===== src/rtl/pwm_pkg.sv =====
// Shared types and default sizes for the multi-channel PWM generator.
package pwm_pkg;

   typedef enum logic {PWM_EDGE = 1'b0, PWM_CENTER = 1'b1} pwm_mode_e;
   typedef enum logic {DIR_UP = 1'b0, DIR_DOWN = 1'b1} pwm_dir_e;

   localparam int PWM_CH_DEF    = 4;
   localparam int PWM_CNT_W_DEF = 8;

endpackage


===== src/rtl/pwm_channel.sv =====
// One PWM compare channel: double-buffered duty (shadow/active), compare, registered output.
// Output is 1 cycle behind cnt; no backpressure, duty writes are always accepted.
module pwm_channel
   import pwm_pkg::*;
#(
   parameter int CNT_W = PWM_CNT_W_DEF
) (
   input  logic             clk,
   input  logic             rst,
   input  logic             en,
   input  logic             boundary,
   input  logic             wr,
   input  logic [CNT_W-1:0] wr_data,
   input  logic [CNT_W-1:0] cnt,
   output logic             pwm
);

   logic [CNT_W-1:0] shadow;
   logic [CNT_W-1:0] active;
   logic [CNT_W-1:0] duty_eff;

   // On the boundary the period being started already uses the pending shadow value.
   assign duty_eff = boundary ? shadow : active;

   always_ff @(posedge clk) begin
      if (rst) begin
         shadow <= '0;
         active <= '0;
         pwm    <= 1'b0;
      end else begin
         if (wr) begin
            shadow <= wr_data;
         end
         if (boundary) begin
            active <= shadow;
         end
         pwm <= en && (cnt < duty_eff);
      end
   end

endmodule


===== src/rtl/pwm_multi.sv =====
// Multi-channel PWM: shared edge/center-aligned period counter feeding CH compare channels.
// Outputs registered, 1 cycle behind the counter; no backpressure, duty writes always accepted.
module pwm_multi
   import pwm_pkg::*;
#(
   parameter  int CH         = PWM_CH_DEF,
   parameter  int CNT_W      = PWM_CNT_W_DEF,
   parameter  int PERIOD_RST = 2**CNT_W - 1,
   localparam int CH_W       = (CH > 1) ? $clog2(CH) : 1
) (
   input  logic             clk,
   input  logic             rst,
   input  logic             en,
   input  logic             mode,
   input  logic [CNT_W-1:0] period,
   input  logic             duty_wr,
   input  logic [CH_W-1:0]  duty_ch,
   input  logic [CNT_W-1:0] duty_data,
   output logic [CH-1:0]    pwm_out,
   output logic             period_start,
   output logic [CNT_W-1:0] cnt_out
);

   logic [CNT_W-1:0] cnt;
   logic [CNT_W-1:0] cnt_nxt;
   logic [CNT_W-1:0] period_act;
   logic [CNT_W-1:0] p_eff;
   pwm_dir_e         dir;
   pwm_dir_e         dir_nxt;
   pwm_mode_e        mode_act;
   pwm_mode_e        m_eff;
   logic             boundary;

   assign boundary = en && (cnt == '0) && (dir == DIR_UP);

   // The period starting on the boundary runs with the freshly sampled settings.
   assign p_eff = boundary ? period : period_act;
   assign m_eff = boundary ? pwm_mode_e'(mode) : mode_act;

   always_comb begin
      cnt_nxt = '0;
      dir_nxt = DIR_UP;
      if (en) begin
         if (m_eff == PWM_EDGE) begin
            if (cnt < p_eff) begin
               cnt_nxt = cnt + CNT_W'(1);
            end
         end else if (dir == DIR_UP) begin
            if (cnt < p_eff) begin
               cnt_nxt = cnt + CNT_W'(1);
            end else if (cnt > CNT_W'(1)) begin
               cnt_nxt = cnt - CNT_W'(1);
               dir_nxt = DIR_DOWN;
            end
         end else if (cnt > CNT_W'(1)) begin
            // Reaching 1 on the way down falls back to 0 with dir up: the next boundary.
            cnt_nxt = cnt - CNT_W'(1);
            dir_nxt = DIR_DOWN;
         end
      end
   end

   always_ff @(posedge clk) begin
      if (rst) begin
         cnt          <= '0;
         dir          <= DIR_UP;
         period_act   <= CNT_W'(PERIOD_RST);
         mode_act     <= PWM_EDGE;
         period_start <= 1'b0;
      end else begin
         cnt          <= cnt_nxt;
         dir          <= dir_nxt;
         period_start <= boundary;
         if (boundary) begin
            period_act <= period;
            mode_act   <= pwm_mode_e'(mode);
         end
      end
   end

   assign cnt_out = cnt;

   for (genvar i = 0; i < CH; i++) begin : g_ch
      logic wr_sel;
      // Indices at or above CH match no channel, so such writes are dropped.
      assign wr_sel = duty_wr && (duty_ch == CH_W'(i));

      pwm_channel #(
         .CNT_W (CNT_W)
      ) u_ch (
         .clk      (clk),
         .rst      (rst),
         .en       (en),
         .boundary (boundary),
         .wr       (wr_sel),
         .wr_data  (duty_data),
         .cnt      (cnt),
         .pwm      (pwm_out[i])
      );
   end

endmodule


===== config.mk =====
export PLATFORM = sky130hd
export DESIGN_NAME = pwm_multi
export DESIGN_NICKNAME = d
export VERILOG_FILES = /design/src/rtl/pwm_pkg.sv /design/src/rtl/pwm_channel.sv /design/src/rtl/pwm_multi.sv
export SDC_FILE = /design/constraint.sdc
export NUM_CORES = 1
export LEC_CHECK = 0
export CORE_MARGIN = 8
export CORE_UTILIZATION = 60
export CTS_CLUSTER_SIZE = 16
export DETAILED_ROUTE_END_ITERATION = 8
export PLACE_DENSITY = 0.93
export RECOVER_POWER = 50
export SYNTH_ARGS = -nofsm -noshare
export SYNTH_HDL_FRONTEND = slang
export SYNTH_SLANG_ARGS = --single-unit

===== constraint.sdc =====
create_clock -name clk -period 6.63 [get_ports clk]
set_input_delay 1.326 -clock clk [delete_from_list [all_inputs] [get_ports clk]]
set_output_delay 1.326 -clock clk [all_outputs]
set_load 0.03 [all_outputs]

Word level (Yosys, flattened, before mapping)
Cells that the tools add are included.
W data, S select, Z words.
{ "op_classes": {"add_sub_neg": 2, "magnitude_cmp": 6, "eq_ne": 3, "muxes": 14, "bitwise": 3, "n_reduce_logical": 14} }
{ "ops": {"columns": ["op", "n"], "rows": [
  ["$mux W8", 10],
  ["$lt A8 B8 Y1", 5],
  ["$logic_and A1 B1 Y1", 10],
  ["$add A8 B1 Y8 const B", 1],
  ["$gt A8 B1 Y1 const B", 1],
  ["$logic_not A8 Y1", 1],
  ["$sub A8 B1 Y8 const B", 1],
  ["$eq A2 B2 Y1 const B", 2],
  ["$mux W1", 4],
  ["$not A1 Y1", 3],
  ["$reduce_or A3 Y1", 1],
  ["$eq A2 B1 Y1 const B", 1],
  ["$logic_not A2 Y1", 1],
  ["$reduce_or A2 Y1", 1]
]} }
{ "word_totals": {"regBits": 87, "in_bits": 23, "out_inout_bits": 13, "elab_cells": 59} }

Logic depth before layout (Yosys ltp)
{ "logic_depth": {"ltp_word": 8, "mapped_depth": 16, "depth_no_buf": 12} }

Modules after synthesis
A second synthesis with hierarchy kept.
{ "unflattened": {"cells_unflattened": 430, "hier_area_um2": 4350.4} }
{ "by_module_without_submodules": {"columns": ["mod", "n_inst", "cells_per_inst", "area_per_inst_um2", "seq_area_each_um2"], "rows": [
  ["pwm_channel", 4, 70, 749.5, 340.3],
  ["pwm_multi", 1, 150, 1352.5, 380.4]
]} }

Least setup slack after synthesis
No wires, ideal clock.
{ "synth_path": {"kind": "input to register", "startpoint": "in en", "endpoint": "reg cnt[5] (netlist: cnt_out[5])", "setup_time_ns": 0.078, "t_arrival_ns": 3.772, "required_time_ns": 6.552, "path_slack_ns": 2.780, "stages": 12, "cell_sequence": "and3b_1 -> buf_2 -> nand3_4 -> buf_2 -> mux2i_1 -> ha_1 -> a21o_1 -> a211o_1 -> a22o_1 -> nor4_4 -> o21ai_1 -> a32oi_1"} }
{ "synth_via": {"elab_chain_cells": 7, "word_cells_on_any_way": 11, "classes_between": "order compare (1); mux (6); bitwise (1); reduce/logical (3)"} }
{ "synth_rtl": {"columns": ["item", "line", "source"], "rows": [
  ["from (decl)", "pwm_multi.sv:13", "input logic en,"],
  ["$logic_and A1 B1 Y1 (2 in series)", "pwm_multi.sv:34", "assign boundary = en && (cnt == '0) && (dir == DIR_UP);"],
  ["$mux W8", null, null],
  ["$lt A8 B8 Y1", "pwm_multi.sv:45, pwm_multi.sv:49", null],
  ["$mux W8", "pwm_multi.sv:49", "if (cnt < p_eff) begin"],
  ["$mux W8", "pwm_multi.sv:48", "end else if (dir == DIR_UP) begin"],
  ["$mux W8", "pwm_multi.sv:44", "if (m_eff == PWM_EDGE) begin"],
  ["to (signal assigned)", "pwm_multi.sv:71", "cnt <= cnt_nxt;"],
  ["to (decl)", "pwm_multi.sv:24", "logic [CNT_W-1:0] cnt;"]
]} }
Several ways; a longest one is shown, not always the timed one.
A chain may end at the register's enable or synchronous reset.

Worst setup path after layout
{ "layout_path": {"startpoint": "in en", "endpoint": "reg cnt[2] (netlist: cnt_out[2])"} }
Same word-level chain as after synthesis.

==> flow_summary.toml <==
[cts]
clkSlewWorstSetupHoldPaths_ns = 0.09
holdBufCountCts = 0
numCtsBuffers = 9
htree_num_levels = 3
cts.sinks = 87
cts-resized-gates = 0
cts_tree = "yes"
clk_latency_ns = 0.37
root_buffer = "clkbuf_8"
cts.path.max_buffers = 2
cts_setup_buffers = 0

[critical_path]
crit_fanout = 42
timing.critical_path.mode_cell = "o21ai_0"
critPathLaunch = "en"
reg2reg_to = "cnt_out[2]$_SDFF_PP0_"
cpPeakStageDelay_ns = 0.77
cp_cell_sequence = "dlygate4sd3_1 -> and3b_1 -> nand3_4 -> mux2i_1 -> ha_1 -> o21ai_0 -> o21ai_0 -> a211oi_2 -> nor4_2 -> a221oi_1 -> a31oi_1"
cp.required_ns = 6.92
start_kind = "input port"
worst_r2r_path_depth = 12
r2r_setup_slack_ns = 2.24
cpMaxStageDelayCell = "nor4_2"
crit_type = "input port to register"
crit_path_end = "cnt_out[2]$_SDFF_PP0_"
end_kind = "register"
arrival_ns = 5.33
r2r_start = "cnt_out[0]$_SDFF_PP0_"

[global_routing]
grt_max_degree = 76
grt_overflow = 0
grt_pass1_vias = 3215
grtUsageTotal = 0.200
antenna_found_initial = 0
grt_first_pass_wirelength_um = 15700

[cells_and_area]
layout_common_cells = "dfxtp_1 (87), nor2_1 (79), mux2i_1 (73)"
fillers = 481
postLayoutCoreUtil = 0.698
final_common_cell = "dfxtp_1"
fin_area_um2 = 4720
n_antenna_cell = 0
finalNonFillerCells = 530
area_delta_synth_final_pct = 12.8
drive_gt1_frac = 0.0600
nets = 507

[place]
hpwl_um = 6390
place_area_um2 = 4520
dp_cells = 514
port_buffers = 35
routabilityCongestion = 0.859

[sta]
period_share = 0.760
fin_crit_ns = 5.04
hold_viol = 0
rsz0062_at_grt = "false"
fin_skew_ns = 0.00902
holdWs_ns = 0.501
fmax_ghz = 0.198
slew_violations = 0
tightest_slew_ns = 0.912
setup_viol = 0
setup_tns_ns = 0
slew_headroom = 0.387

[detailed_routing]
ant_nets = 0
via_per_inst = 6.16
drc = 0
drt_iter0_drc = 288
vias = 3263
wl_per_cell_um = 18.0
dr.pass1.iters = 5
wirelength_um = 9530

[floorplan]
die_w_um = 99.5
initial_core_util = 0.619
core_um2 = 6760
die-area_um2 = 9890
io_pins = 36
fp.dieH_um = 99.5
rows = 30

[pwr]
power_density_nw_per_um2 = 230
ir_worst_vdd_uv = 204
power.leakage_nw = 2.21

[synthesis]
synth.cell_area_um2 = 4180
syn_inst = 421
synth_seq_area_share = 0.417
synth_edf_count = 0
ys_types = 50
ys_warn_count = 0
yosys_most_used_dff = "dfxtp_1"
synth.avg_cell_area_um2 = 9.93
yosys_register_bits = 87
synthArstFlopShare = 0
synthesis.nets = 483

[hold_path]
holdCritPathClass = "register to register"
worstHoldStart = "g_ch[1].u_ch.active[0]$_SDFF_PP0_"

[run_status]
status = "finished, final reports clean"

[run]
maxCapViolCount = 0
-- how the worst min path moves through the flow --
stage	slack, ns	cells past startpoint	endpoint
floorplan	0.45	2	period_act[1]$_SDFF_PP1_
global placement	0.47	2	g_ch[2].u_ch.active[0]$_SDFF_PP0_
detailed placement	0.48	2	g_ch[0].u_ch.shadow[7]$_SDFFE_PP0P_
CTS	0.51	2	period_act[4]$_SDFF_PP1_
global route	0.52	2	period_act[7]$_SDFF_PP1_
finish	0.50	2	g_ch[1].u_ch.active[0]$_SDFF_PP0_
-- synth_stat cells, types with 3 or more instances --
cell,number,area share
o22ai_1,3,0.0045
buf_4,5,0.0090
dfxtp_1,87,0.42
nor2_1,79,0.071
inv_1,7,0.0063
o21ai_0,7,0.0084
nor3_1,5,0.0060
xnor2_1,3,0.0063
buf_2,5,0.0060
a31oi_1,5,0.0075
nand2_1,12,0.011
a21oi_1,10,0.012
nand2b_1,14,0.021
a2111o_1,3,0.0081
nand3_1,11,0.013
ha_1,39,0.12
mux2i_1,73,0.17
clkbuf_1,12,0.011
-- worst max-delay path: cells and delay by family --
family,cells,cell delay (ns)
AND/OR/NAND/NOR,3,1.68
buffers and inverters,1,0.55
AO/OA/AOI/OAI,5,1.05
multiplexers,1,0.48
adder cells (fa/ha/maj),1,0.22
-- where the power goes --
group | switching (W) | internal [W] | total [W]
sequential | 0.0000139 | 0.000539 | 0.000553
clock | 0.000203 | 0.000178 | 0.000380
combinational | 0.0000847 | 0.0000650 | 0.000150
-- logic make-up after synthesis --
kind of cell / share of synthesized area
XOR/XNOR: 0.00629
adder cells (fa/ha/maj): 0.117
AO/OA/AOI/OAI: 0.0865
multiplexers: 0.175
AND/OR/NAND/NOR: 0.163
flip-flops: 0.417
buffers and inverters: 0.0356
-- per-stage QoR --
stage | total power [W] | setup slack, ns
floorplan | 0.000667 | 2.78
global placement | 0.000706 | 1.65
detailed placement | 0.000713 | 1.40
CTS | 0.00109 | 1.78
global route | 0.00112 | 1.28
finish | 0.00108 | 1.59
-- flip-flops by register name, indices dropped and copies added, names as in the netlist --
name and flops:
g_ch.u_ch.active 32, dir 1, cnt_out 8, period_act 8, period_start 1, mode_act 1
g_ch.u_ch.shadow 32, g_ch.u_ch.pwm 4
-- per-layer routing --
layer	vias up	GRT usage	routed length [µm]
met1	1589	0.230	4010
li1	1538	-	-
met4	0	0.107	273
met5	-	0	0
met2	107	0.335	4750
met3	29	0.0468	488
-- layout make-up --
class	instances	area [µm²]	area share
repair buffers	37	357	0.0756
well taps	80	100	0.0212
clock inverters	7	78.8	0.0167
multi-input cells	303	2290	0.485
inverters	7	26.3	0.00557
flip-flops and latches	87	1740	0.369
clock buffers	9	124	0.0263
Power figures use the tool's default switching activity.
